===== src/rtl/framing_1024_ctrl.sv =====
// Frame sequencer for the 1024-deep, 16-bit prefetch framing FIFO.
// Admits the sample stream into an external show-ahead FIFO and tracks its
// occupancy. Once a full frame is buffered, it drains FRAME_LEN samples as one
// SOF/EOF-delimited burst. It also enforces a minimum idle gap between bursts.
//
// state    | meaning
// ---------+-----------------------------------------------------------
// S_IDLE   | waiting for en and a full frame's worth of samples
// S_STREAM | draining one frame; beat_cnt tracks position in frame
// S_GAP    | enforced idle after EOF; gap_cnt counts down to zero
module framing_1024_ctrl #(
  parameter int DATA_W     = 16,
  parameter int DEPTH_W    = 10,
  parameter int FRAME_LEN  = 1024,
  parameter int GAP_CYCLES = 0
) (
  input  logic              clk,
  input  logic              rst,
  input  logic              en,
  input  logic [DATA_W-1:0] in_data,
  input  logic              in_valid,
  output logic              in_ready,
  output logic              fifo_wr_en,
  output logic [DATA_W-1:0] fifo_wr_data,
  input  logic              fifo_wr_vld,
  output logic              fifo_rd_en,
  input  logic              fifo_rd_vld,
  input  logic [DATA_W-1:0] fifo_rd_data,
  output logic [DATA_W-1:0] out_data,
  output logic              out_valid,
  input  logic              out_ready,
  output logic              out_sof,
  output logic              out_eof,
  output logic [15:0]       frame_cnt,
  output logic              overflow,
  output logic              busy
);

  localparam int CNT_W = DEPTH_W + 1;
  localparam logic [CNT_W-1:0] FRAME_LEN_C = CNT_W'(FRAME_LEN);
  localparam logic [CNT_W-1:0] LAST_BEAT_C = CNT_W'(FRAME_LEN - 1);
  localparam logic [CNT_W-1:0] FILL_MAX_C  = CNT_W'(2 ** DEPTH_W);
  localparam bit               HAS_GAP     = (GAP_CYCLES > 0);
  // Gap timer is loaded with GAP_CYCLES-1 so that S_GAP lasts exactly GAP_CYCLES cycles.
  localparam logic [7:0]       GAP_LOAD_C  = 8'(HAS_GAP ? GAP_CYCLES - 1 : 0);

  typedef enum logic [1:0] {
    S_IDLE   = 2'd0,
    S_STREAM = 2'd1,
    S_GAP    = 2'd2
  } state_t;

  state_t           state;
  logic [CNT_W-1:0] fill_cnt;
  logic [CNT_W-1:0] beat_cnt;
  logic [7:0]       gap_cnt;
  logic             wr_acc;
  logic             rd_beat;
  logic             streaming;

  // Write side is a pure pass-through gated by FIFO space.
  assign in_ready     = fifo_wr_vld;
  assign fifo_wr_en   = in_valid & fifo_wr_vld;
  assign fifo_wr_data = in_data;
  assign wr_acc       = in_valid & fifo_wr_vld;

  // Read side: zero-latency view of the show-ahead FIFO head while streaming.
  assign streaming  = (state == S_STREAM);
  assign out_valid  = streaming & fifo_rd_vld;
  assign out_data   = fifo_rd_data;
  assign fifo_rd_en = streaming & out_ready;
  assign rd_beat    = out_valid & out_ready;
  assign out_sof    = (beat_cnt == '0);
  assign out_eof    = (beat_cnt == LAST_BEAT_C);
  assign busy       = (state != S_IDLE);

  // Occupancy tracking; saturates at both ends so a misbehaving FIFO cannot wrap it.
  always_ff @(posedge clk) begin
    if (rst) begin
      fill_cnt <= '0;
    end else begin
      case ({wr_acc, rd_beat})
        2'b10: if (fill_cnt != FILL_MAX_C) fill_cnt <= fill_cnt + CNT_W'(1);
        2'b01: if (fill_cnt != '0)         fill_cnt <= fill_cnt - CNT_W'(1);
        default: ;
      endcase
    end
  end

  // Sticky drop flag: any offered sample that found the FIFO full.
  always_ff @(posedge clk) begin
    if (rst) begin
      overflow <= 1'b0;
    end else if (in_valid && !fifo_wr_vld) begin
      overflow <= 1'b1;
    end
  end

  // Frame sequencer: start on full frame, count beats, then time the inter-frame gap.
  always_ff @(posedge clk) begin
    if (rst) begin
      state     <= S_IDLE;
      beat_cnt  <= '0;
      gap_cnt   <= '0;
      frame_cnt <= '0;
    end else begin
      case (state)
        S_IDLE: begin
          if (en && (fill_cnt >= FRAME_LEN_C)) begin
            state    <= S_STREAM;
            beat_cnt <= '0;
          end
        end
        S_STREAM: begin
          if (rd_beat) begin
            if (beat_cnt == LAST_BEAT_C) begin
              frame_cnt <= frame_cnt + 16'd1;
              beat_cnt  <= '0;
              if (HAS_GAP) begin
                state   <= S_GAP;
                gap_cnt <= GAP_LOAD_C;
              end else begin
                state <= S_IDLE;
              end
            end else begin
              beat_cnt <= beat_cnt + CNT_W'(1);
            end
          end
        end
        S_GAP: begin
          if (gap_cnt == 8'd0) begin
            state <= S_IDLE;
          end else begin
            gap_cnt <= gap_cnt - 8'd1;
          end
        end
        default: state <= S_IDLE;
      endcase
    end
  end

endmodule

===== config.mk =====
export PLATFORM = sky130hd
export DESIGN_NAME = framing_1024_ctrl
export DESIGN_NICKNAME = d
export VERILOG_FILES = /design/src/rtl/framing_1024_ctrl.sv
export SDC_FILE = /design/constraint.sdc
export NUM_CORES = 1
export LEC_CHECK = 0
export ABC_AREA = 1
export CAP_MARGIN = 20
export CORE_ASPECT_RATIO = 1.4
export CORE_MARGIN = 2
export CORE_UTILIZATION = 31
export DETAILED_ROUTE_END_ITERATION = 12
export DONT_BUFFER_PORTS = 1
export HOLD_SLACK_MARGIN = 0.05
export PLACE_DENSITY = 0.49
export SLEW_MARGIN = 20
export SYNTH_ARGS = -nofsm -noshare
export SYNTH_HDL_FRONTEND = slang
export SYNTH_SLANG_ARGS = --single-unit

===== constraint.sdc =====
create_clock -name clk -period 3.2 [get_ports clk]
set_input_delay 0.64 -clock clk [delete_from_list [all_inputs] [get_ports clk]]
set_output_delay 0.64 -clock clk [all_outputs]
set_load 0.02 [all_outputs]

==> results of run 1 <==
routing by layer:
layer / GRT usage / vias to the layer above / wire (µm) / part of all wire
met2: 0.228 / 48 / 2960 / 0.49
met5: 0 / - / 0 / 0
met4: 0.0478 / 0 / 120 / 0.020
met1: 0.169 / 999 / 2670 / 0.44
li1: - / 1178 / - / -
met3: 0.0295 / 19 / 327 / 0.054
metrics by stage:
stage | std cells | utilization
after floorplan | 394 | -
after global placement | 461 | 0.304
after detailed placement | 461 | 0.304
after CTS | 469 | 0.322
after global routing | 469 | 0.322
final | 469 | 0.322
cells in the final DEF, fill, tap and decap left out, drive strengths merged:
| cell | Yosys | final |
|---|---|---|
| clkinv | 0 | 3 |
| o21ai | 19 | 19 |
| nor3b | 1 | 1 |
| a31oi | 1 | 1 |
| nand3 | 28 | 28 |
| a41oi | 4 | 4 |
| or4 | 1 | 1 |
| nand2 | 81 | 81 |
| and3 | 2 | 2 |
| a21oi | 22 | 22 |
| inv | 68 | 68 |
| buf | 35 | 3 |
| ha | 4 | 4 |
| o211ai | 2 | 2 |
| xnor2 | 1 | 1 |
| nand3b | 1 | 1 |
| dfxtp | 40 | 40 |
| o21a | 1 | 1 |
| xor2 | 14 | 14 |
| nor3 | 15 | 15 |
| nor2 | 38 | 38 |
| nor4 | 5 | 5 |
| nand4 | 7 | 7 |
| a211oi | 1 | 1 |
| clkbuf | 3 | 5 |
kinds of logic (layout without fill, tap and decap cells):
family / after synthesis / after routing / share of synthesized area
flops: 40 / 40 / 0.305
fa+ha+maj: 4 / 4 / 0.0191
buf+inv: 106 / 79 / 0.204
compound gates: 50 / 50 / 0.105
simple gates: 179 / 179 / 0.311
xor+xnor: 15 / 15 / 0.0558
sequential cells by signal, summed over array words and instances, names as in the netlist:
register / flops
fill_cnt: 11
overflow: 1
state: 1
frame_cnt: 16
beat_cnt: 11
worst paths after layout:
check	start	endpoint	slack, ns	cells after the start
max	state[0]	fill_cnt[8]	0.91	17
min reg2reg	beat_cnt[10]	beat_cnt[10]	0.48	2
max reg2reg	state[0]	fill_cnt[8]	0.91	17
min	rst	frame_cnt[5]	0.42	1
layout make-up:
cell class,instances,area [µm²],share of cell area
flip-flops and latches,40,801,0.303
well taps,102,128,0.0483
inverters,68,255,0.0967
clock buffers,5,125,0.0474
repair buffers,3,22.5,0.00853
clock inverters,3,18.8,0.00711
multi-input cells,248,1290,0.489
critical path: cells and delay by family (launching register included):
kind	cells	cell delay (ns)
flops	1	0.31
simple gates	12	1.40
buf+inv	4	0.32
fa+ha+maj	1	0.17
report_power, final:
| part | total (mW) | leakage [nW] | internal [mW] | switching [mW] |
|---|---|---|---|---|
| Sequential | 0.517 | 0.324 | 0.507 | 0.0101 |
| Clock | 0.499 | 0.0736 | 0.288 | 0.212 |
| Combinational | 0.0684 | 0.743 | 0.0213 | 0.0471 |
==> metrics.md, run 1 <==
| Metric | Value |
|---|---|
| Status | `completed` |
| Dominant cell type by area after synthesis | `sky130_fd_sc_hd__dfxtp_1` |
| Fill cell instance count of the final layout | `929` |
| Tmin final | `2.29 ns` |
| Total nets after synthesis | `437` |
| Max VDD drop | `0.000208 V` |
| Total Die Area | `0.00923 mm²` |
| Setup repair after global routing missed its margin | `no` |
| Cts bufs inserted | `5` |
| Count of flip-flops with a built-in enable after synthesis | `0` |
| Cell chain of the critical path | `buf_4 > nand3_2 > nor2_4 > nand2_1 > nand2_1 > inv_1 > ha_1 > inv_1 > nand2_1 > nand2_1 > nand3_1 > nand3_1 > nand2_1 > nand2_1 > nand3_1 > nand2_1 > inv_1` |
| I/O pins | `95` |
| Post-Synthesis Cells | `394` |
| CTS tree | `built` |
| Endpoint kind of the worst setup timing path | `flop` |
| Most frequent cell on the critical path | `sky130_fd_sc_hd__nand2_1` |
| Area contributors post-synth | `sky130_fd_sc_hd__dfxtp_1 (31%), sky130_fd_sc_hd__nand2_1 (11%), sky130_fd_sc_hd__inv_1 (9.6%), sky130_fd_sc_hd__buf_4 (9.4%), sky130_fd_sc_hd__nand3_1 (5.1%)` |
| Worst slew margin | `0.578` |
| DRC violation count after routing | `0` |
| Share of the cycle needed by the critical path after routing | `0.716` |
| Diodes inserted | `0` |
| Max-capacitance violation count | `0` |
| Worst-case setup slack after placement | `0.666 ns` |
| Routed wire length | `6080 µm` |
| Number of sinks handled by clock tree synthesis | `40` |
| ANT nets after route | `0` |
| Async set-reset flop share out of synthesis | `0` |
| Finished layout cell area | `0.00264 mm²` |
| Pin slew with the least headroom to its limit | `0.633 ns` |
| Leading post-synthesis cells by instance count | `sky130_fd_sc_hd__nand2_1 (78), sky130_fd_sc_hd__inv_1 (67), sky130_fd_sc_hd__dfxtp_1 (40)` |
| Cts hold-fix bufs | `0` |
| Max Freq | `436 MHz` |
| Share of the synthesized area in the top cell type | `0.305` |
| Clock-pin transition on the worst setup and hold timing paths | `0.06 ns` |
| Number of synthesized register bits | `40` |
| Routed wirelength normalized by instance count | `13.0 µm` |
| Layout net count | `409` |
| Hold slack | `0.417 ns` |
| Cell Pwr Density | `411 mW/mm²` |
| Critical path data required time | `3.38 ns` |
| Global-route wire length before repair | `9940 µm` |
| Standard-cell rows | `39` |
| Resized Gates After CTS | `0` |
| Ys flop type | `sky130_fd_sc_hd__dfxtp_1` |
| Quantity of I/O buffers inserted on ports | `0` |
| Critical path launch point type | `flop` |
| Number of vias per cell | `4.78` |
| Max H-tree Level | `2` |
| Worst Setup Slack, final | `0.908 ns` |
| Aggregate negative setup slack | `0 ns` |
| Vias after detailed routing | `2244` |
| # Post-CTS Setup Buffers | `0` |
| Critical Setup Path Class | `reg -> reg` |
| Critical path peak fanout | `13` |
| Aggregate global routing overflow | `0` |
| Synth-to-Final Area Change | `0.572%` |
| Mapped cell area | `0.00263 mm²` |
| Overall Global Routing Usage | `0.136` |
| Placer congestion estimate | `0.831` |
| Count of endpoints failing hold in the final timing report | `0` |
| Dpl cell area | `0.00250 mm²` |
| Placeable core area | `0.00820 mm²` |
| Biggest cell delay along the critical path | `0.36 ns` |
| Clk_lat worst skew | `0.28 ns` |
| Half-perimeter wire length after detailed placement | `4680 µm` |
| Leakage power | `1.14 nW` |
| Total Power | `1.09 mW` |
| Router iterations before antenna repair | `4` |
| Initial standard-cell utilization of the core | `0.320` |
| Final setup vio count | `0` |
| Max clock buf depth | `2` |
| Signal arrival time at the worst endpoint | `2.47 ns` |
| Vias in the first global route | `2134` |
| Cell with the most instances after synthesis | `sky130_fd_sc_hd__nand2_1` |
| Mean cell area of the mapped netlist | `6.66 µm²` |
| Die width | `81.8 µm` |
| Synth Warn # | `0` |
| First DRT Iteration DRCs | `112` |
| Distinct cell type count after synthesis | `34` |
| Clock tree root driver cell | `sky130_fd_sc_hd__clkbuf_16` |
| Share of final-layout standard cells stronger than drive strength 1 | `0.0654` |
| Slowest stage cell, crit path | `sky130_fd_sc_hd__nor2_4` |
| Hold Crit Class | `in -> reg` |
| Sequential element share of the synthesized area | `0.305` |
| Setup Skew | `0.00525 ns` |
| Die height | `113 µm` |
| Initial antenna violation count | `0` |
| Pins over their slew limit | `0` |
| Pin count of the biggest net entering global routing | `21` |
Note: power is estimated with default switching activity, not from simulation.
==> inputs of run 2 (changes only) <==
- ABC_AREA: 1 -> 0
- clock period: 3.2 -> 2.3 ns (I/O delays scaled with it)
==> metrics.md, run 2 <==
| Metric | Value |
|---|---|
| Clk_lat worst skew | `0.31 ns (+0.03 ns)` |
| ANT nets after route | `0 (unchanged)` |
| Multiplexer share of the synthesized area | `0.0316 (+0.0316)` |
| Hold Crit Class | `in -> reg` |
| Ys flop type | `sky130_fd_sc_hd__dfxtp_1` |
| Fraction of the mapped netlist area in simple logic gates | `0.320 (+0.00885)` |
| Aggregate negative setup slack | `0 ns (unchanged)` |
| Wire length on met2 | `2740 µm (-7.3%)` |
| Dpl cell area | `0.00241 mm² (-3.6%)` |
| Layout net count | `322 (-21%)` |
| Sequential element share of the synthesized area | `0.326 (+0.0206)` |
| Hold slack | `0.219 ns (-0.199 ns)` |
| Finished layout cell area | `0.00249 mm² (-5.5%)` |
| Share of the core filled with cells in the final layout | `0.324 (+0.00187)` |
| Register bank with the most flops | `frame_cnt` |
| Slowest stage cell, crit path | `sky130_fd_sc_hd__mux2_2` |
| Initial standard-cell utilization of the core | `0.319 (-0.00101)` |
| Max clock buf depth | `2 (unchanged)` |
| Placer congestion estimate | `0.851 (+2.4%)` |
| Synth Warn # | `0 (unchanged)` |
| Largest family of logic cells by synthesized area | `simple AND/OR/NAND/NOR gates` |
| Async set-reset flop share out of synthesis | `0 (unchanged)` |
| Cell with the most instances after synthesis | `sky130_fd_sc_hd__dfxtp_1` |
| Dominant cell type by area after synthesis | `sky130_fd_sc_hd__dfxtp_1` |
| Routed wirelength normalized by instance count | `14.7 µm (+14%)` |
| Count of endpoints failing hold in the final timing report | `0 (unchanged)` |
| Number of synthesized register bits | `40 (unchanged)` |
| Commonest non-fill, non-tap cell in the layout | `sky130_fd_sc_hd__dfxtp_1` |
| Critical path launch point type | `flop` |
| Share of the cycle needed by the critical path after routing | `0.901 (+0.184)` |
| Final setup vio count | `0 (unchanged)` |
| Pin count of the biggest net entering global routing | `40 (+90%)` |
| Max H-tree Level | `2 (unchanged)` |
| Reg-to-reg critical path endpoint | `fill_cnt[8]` |
| Routed wire length | `5580 µm (-8.2%)` |
| Biggest cell delay along the critical path | `0.34 ns (-0.02 ns)` |
| Die width | `79.3 µm (-3.1%)` |
| Leading post-synthesis cells by instance count | `sky130_fd_sc_hd__dfxtp_1 (40), sky130_fd_sc_hd__buf_4 (36), sky130_fd_sc_hd__nor2_1 (36)` |
| Non-filler cells, final | `379 (-19%)` |
| Tmin final | `2.07 ns (-0.221 ns)` |
| Leading cell types in the layout, fill and taps excluded | `sky130_fd_sc_hd__dfxtp_1 (39), sky130_fd_sc_hd__nor2_1 (36), sky130_fd_sc_hd__a21oi_1 (19), sky130_fd_sc_hd__buf_4 (19), sky130_fd_sc_hd__nand3_1 (16)` |
| Synth-to-Final Area Change | `1.48%` |
| Leakage power | `0.875 nW (-23%)` |
| Endpoint kind of the worst setup timing path | `flop` |
| Vias after detailed routing | `1980 (-12%)` |
| Placeable core area | `0.00770 mm² (-6.0%)` |
| Cts hold-fix bufs | `0 (unchanged)` |
| Vias in the first global route | `1849 (-13%)` |
| Overall Global Routing Usage | `0.136 (about the same)` |
| Wire length on met3 | `408 µm (+25%)` |
| CTS tree | `built` |
| Hold Path Stages | `1 (unchanged)` |
| Initial antenna violation count | `0 (unchanged)` |
| Synthesized-area fraction occupied by xor and xnor cells | `0.0606 (+0.00479)` |
| Total nets after synthesis | `340 (-22%)` |
| Number of sinks handled by clock tree synthesis | `40 (unchanged)` |
| Standard-cell rows | `38 (-2.6%)` |
| Setup repair after global routing missed its margin | `no` |
| Capturing element of the worst setup path | `fill_cnt[8]` |
| Share of final-layout standard cells stronger than drive strength 1 | `0.161 (+0.0959)` |
| Cell Pwr Density | `487 mW/mm² (+18%)` |
| Total Power | `1.21 mW (+12%)` |
| Mean cell area of the mapped netlist | `8.28 µm² (+24%)` |
| Pin slew with the least headroom to its limit | `0.537 ns (-0.0955 ns)` |
| Critical Setup Path Class | `reg -> reg` |
| Signal arrival time at the worst endpoint | `2.28 ns (-0.19 ns)` |
| Share of the synthesized area in the top cell type | `0.326 (+0.0206)` |
| Router iterations before antenna repair | `4 (unchanged)` |
| Aggregate global routing overflow | `0 (unchanged)` |
| Largest regs | `frame_cnt: 16 flops, beat_cnt: 11 flops, fill_cnt: 11 flops` |
| Count of flip-flops with a built-in enable after synthesis | `0 (unchanged)` |
| Cell chain of the critical path | `and3_1 > nand2_2 > xnor2_1 > ha_2 > nand4_1 > or3_1 > a21oi_1 > mux2_2` |
| Max Freq | `483 MHz (+11%)` |
| Highest routing layer actually used | `met4` |
| Max FFs per register | `16 (unchanged)` |
| Clock tree root driver cell | `sky130_fd_sc_hd__clkbuf_8` |
| Distinct cell type count after synthesis | `50 (+47%)` |
| Area contributors post-synth | `sky130_fd_sc_hd__dfxtp_1 (33%), sky130_fd_sc_hd__buf_4 (11%), sky130_fd_sc_hd__nor2_1 (5.5%), sky130_fd_sc_hd__a21oi_1 (3.9%), sky130_fd_sc_hd__nand4_1 (3.6%)` |
| Status | `completed` |
| Max VDD drop | `0.000212 V (+1.6%)` |
| Quantity of I/O buffers inserted on ports | `0 (unchanged)` |
| Worst slew margin | `0.638 (+0.0608)` |
| Number of placed instances, taps included | `372 (-19%)` |
| Metal1 wirelength | `2240 µm (-16%)` |
| Setup Skew | `0.00842 ns (+0.00317 ns)` |
| Die height | `109 µm (-3.1%)` |
| Clock-pin transition on the worst setup and hold timing paths | `0.09 ns (+0.03 ns)` |
| First DRT Iteration DRCs | `92 (-18%)` |
| Cts bufs inserted | `5 (unchanged)` |
| Global-route wire length before repair | `9060 µm (-8.9%)` |
| Worst reg2reg path depth | `8 (-9)` |
| Post-synthesis share of cell area spent on full adders, half adders and majority gates | `0.0204 (+0.00129)` |
| Number of vias per cell | `5.22 (+9.2%)` |
| Register-to-register setup slack | `0.23 ns (-0.68 ns)` |
| Worst reg2reg path startpoint | `state[0]` |
| DRC violation count after routing | `0 (unchanged)` |
| Diodes inserted | `0 (unchanged)` |
| Half-perimeter wire length after detailed placement | `4110 µm (-12%)` |
| Max-capacitance violation count | `0 (unchanged)` |
| Post-Synthesis Cells | `297 (-25%)` |
| Worst Setup Slack, final | `0.228 ns (-0.679 ns)` |
| Worst-case setup slack after placement | `0.0686 ns (-0.598 ns)` |
| Mapped cell area | `0.00246 mm² (-6.3%)` |
| Critical path peak fanout | `8 (-5)` |
| Total Die Area | `0.00867 mm² (-6.1%)` |
| Compound-gate portion of the synthesized area | `0.103 (-0.00254)` |
| Startpoint of the worst setup timing path | `state[0]` |
| I/O pins | `95 (unchanged)` |
| Critical path data required time | `2.51 ns (-0.87 ns)` |
| Pins over their slew limit | `0 (unchanged)` |
==> run 2: cell count changes after synthesis, sizes merged, moves of 5 or more <==
cell and delta:
nand2 -66, inv -63, nand3 -12, or3 +10, xnor2 +9, nand4 +8, nor2b +7, nor3 -7
xor2 -7, and2 +6, mux2 +6, o21ai -5
==> run 2: final cells by class <==
cell class / count / area [µm²]
Fill cell: 842 / 5210
Multi-Input combinational cell: 208 / 1330
Sequential cell: 40 / 802
Timing Repair Buffer: 19 / 143
Tap cell: 100 / 125
Clock buffer: 5 / 68.8
Inverter: 5 / 18.8
Clock inverter: 2 / 12.5
==> run 2: worst max-delay path: cells and delay by family, from the launching register on <==
| kind | cells | cell delay (ns) |
|---|---|---|
| adders and majority gates | 1 | 0.28 |
| muxes | 1 | 0.34 |
| DFF | 1 | 0.32 |
| and+or+nand+nor | 4 | 0.72 |
| xor gates and xnor gates | 1 | 0.16 |
| AOI/OAI and AO/OA | 1 | 0.14 |
==> run 2: cell families after synthesis <==
group	Yosys count
muxes	7
and+or+nand+nor	137
DFF	40
AOI/OAI and AO/OA	43
buffers and inverters	49
adders and majority gates	4
xor gates and xnor gates	17
==> run 2: worst min path at each step <==
| stage | to | start | slack, ns |
|---|---|---|---|
| final | fill_cnt[3] | rst | 0.22 |
| after global routing | fill_cnt[7] | rst | 0.20 |
| after CTS | fill_cnt[7] | rst | 0.20 |
| after detailed placement | beat_cnt[10] | beat_cnt[10] | 0.46 |
| after global placement | beat_cnt[10] | beat_cnt[10] | 0.46 |
| after floorplan | beat_cnt[10] | beat_cnt[10] | 0.43 |
==> run 2: timing repair <==
item / 4_1_cts / 5_1_grt
buffers inserted: 0 / 0
endpoints found under the setup margin: 0 / 1
gates resized for setup: 0 / 2
==> run 2: routing by layer <==
layer | vias to the layer above | GRT usage
met5 | - | 0
met4 | 0 | 0.0751
met3 | 26 | 0.0419
met2 | 48 | 0.239
met1 | 921 | 0.144
li1 | 985 | -
==> run 2: power breakdown <==
part           switching, mW  leakage (nW)  internal (mW)
combinational         0.0229         0.512         0.0162
clock                  0.268        0.0400          0.206
sequential           0.00676         0.323          0.695
total                  0.297         0.875          0.917
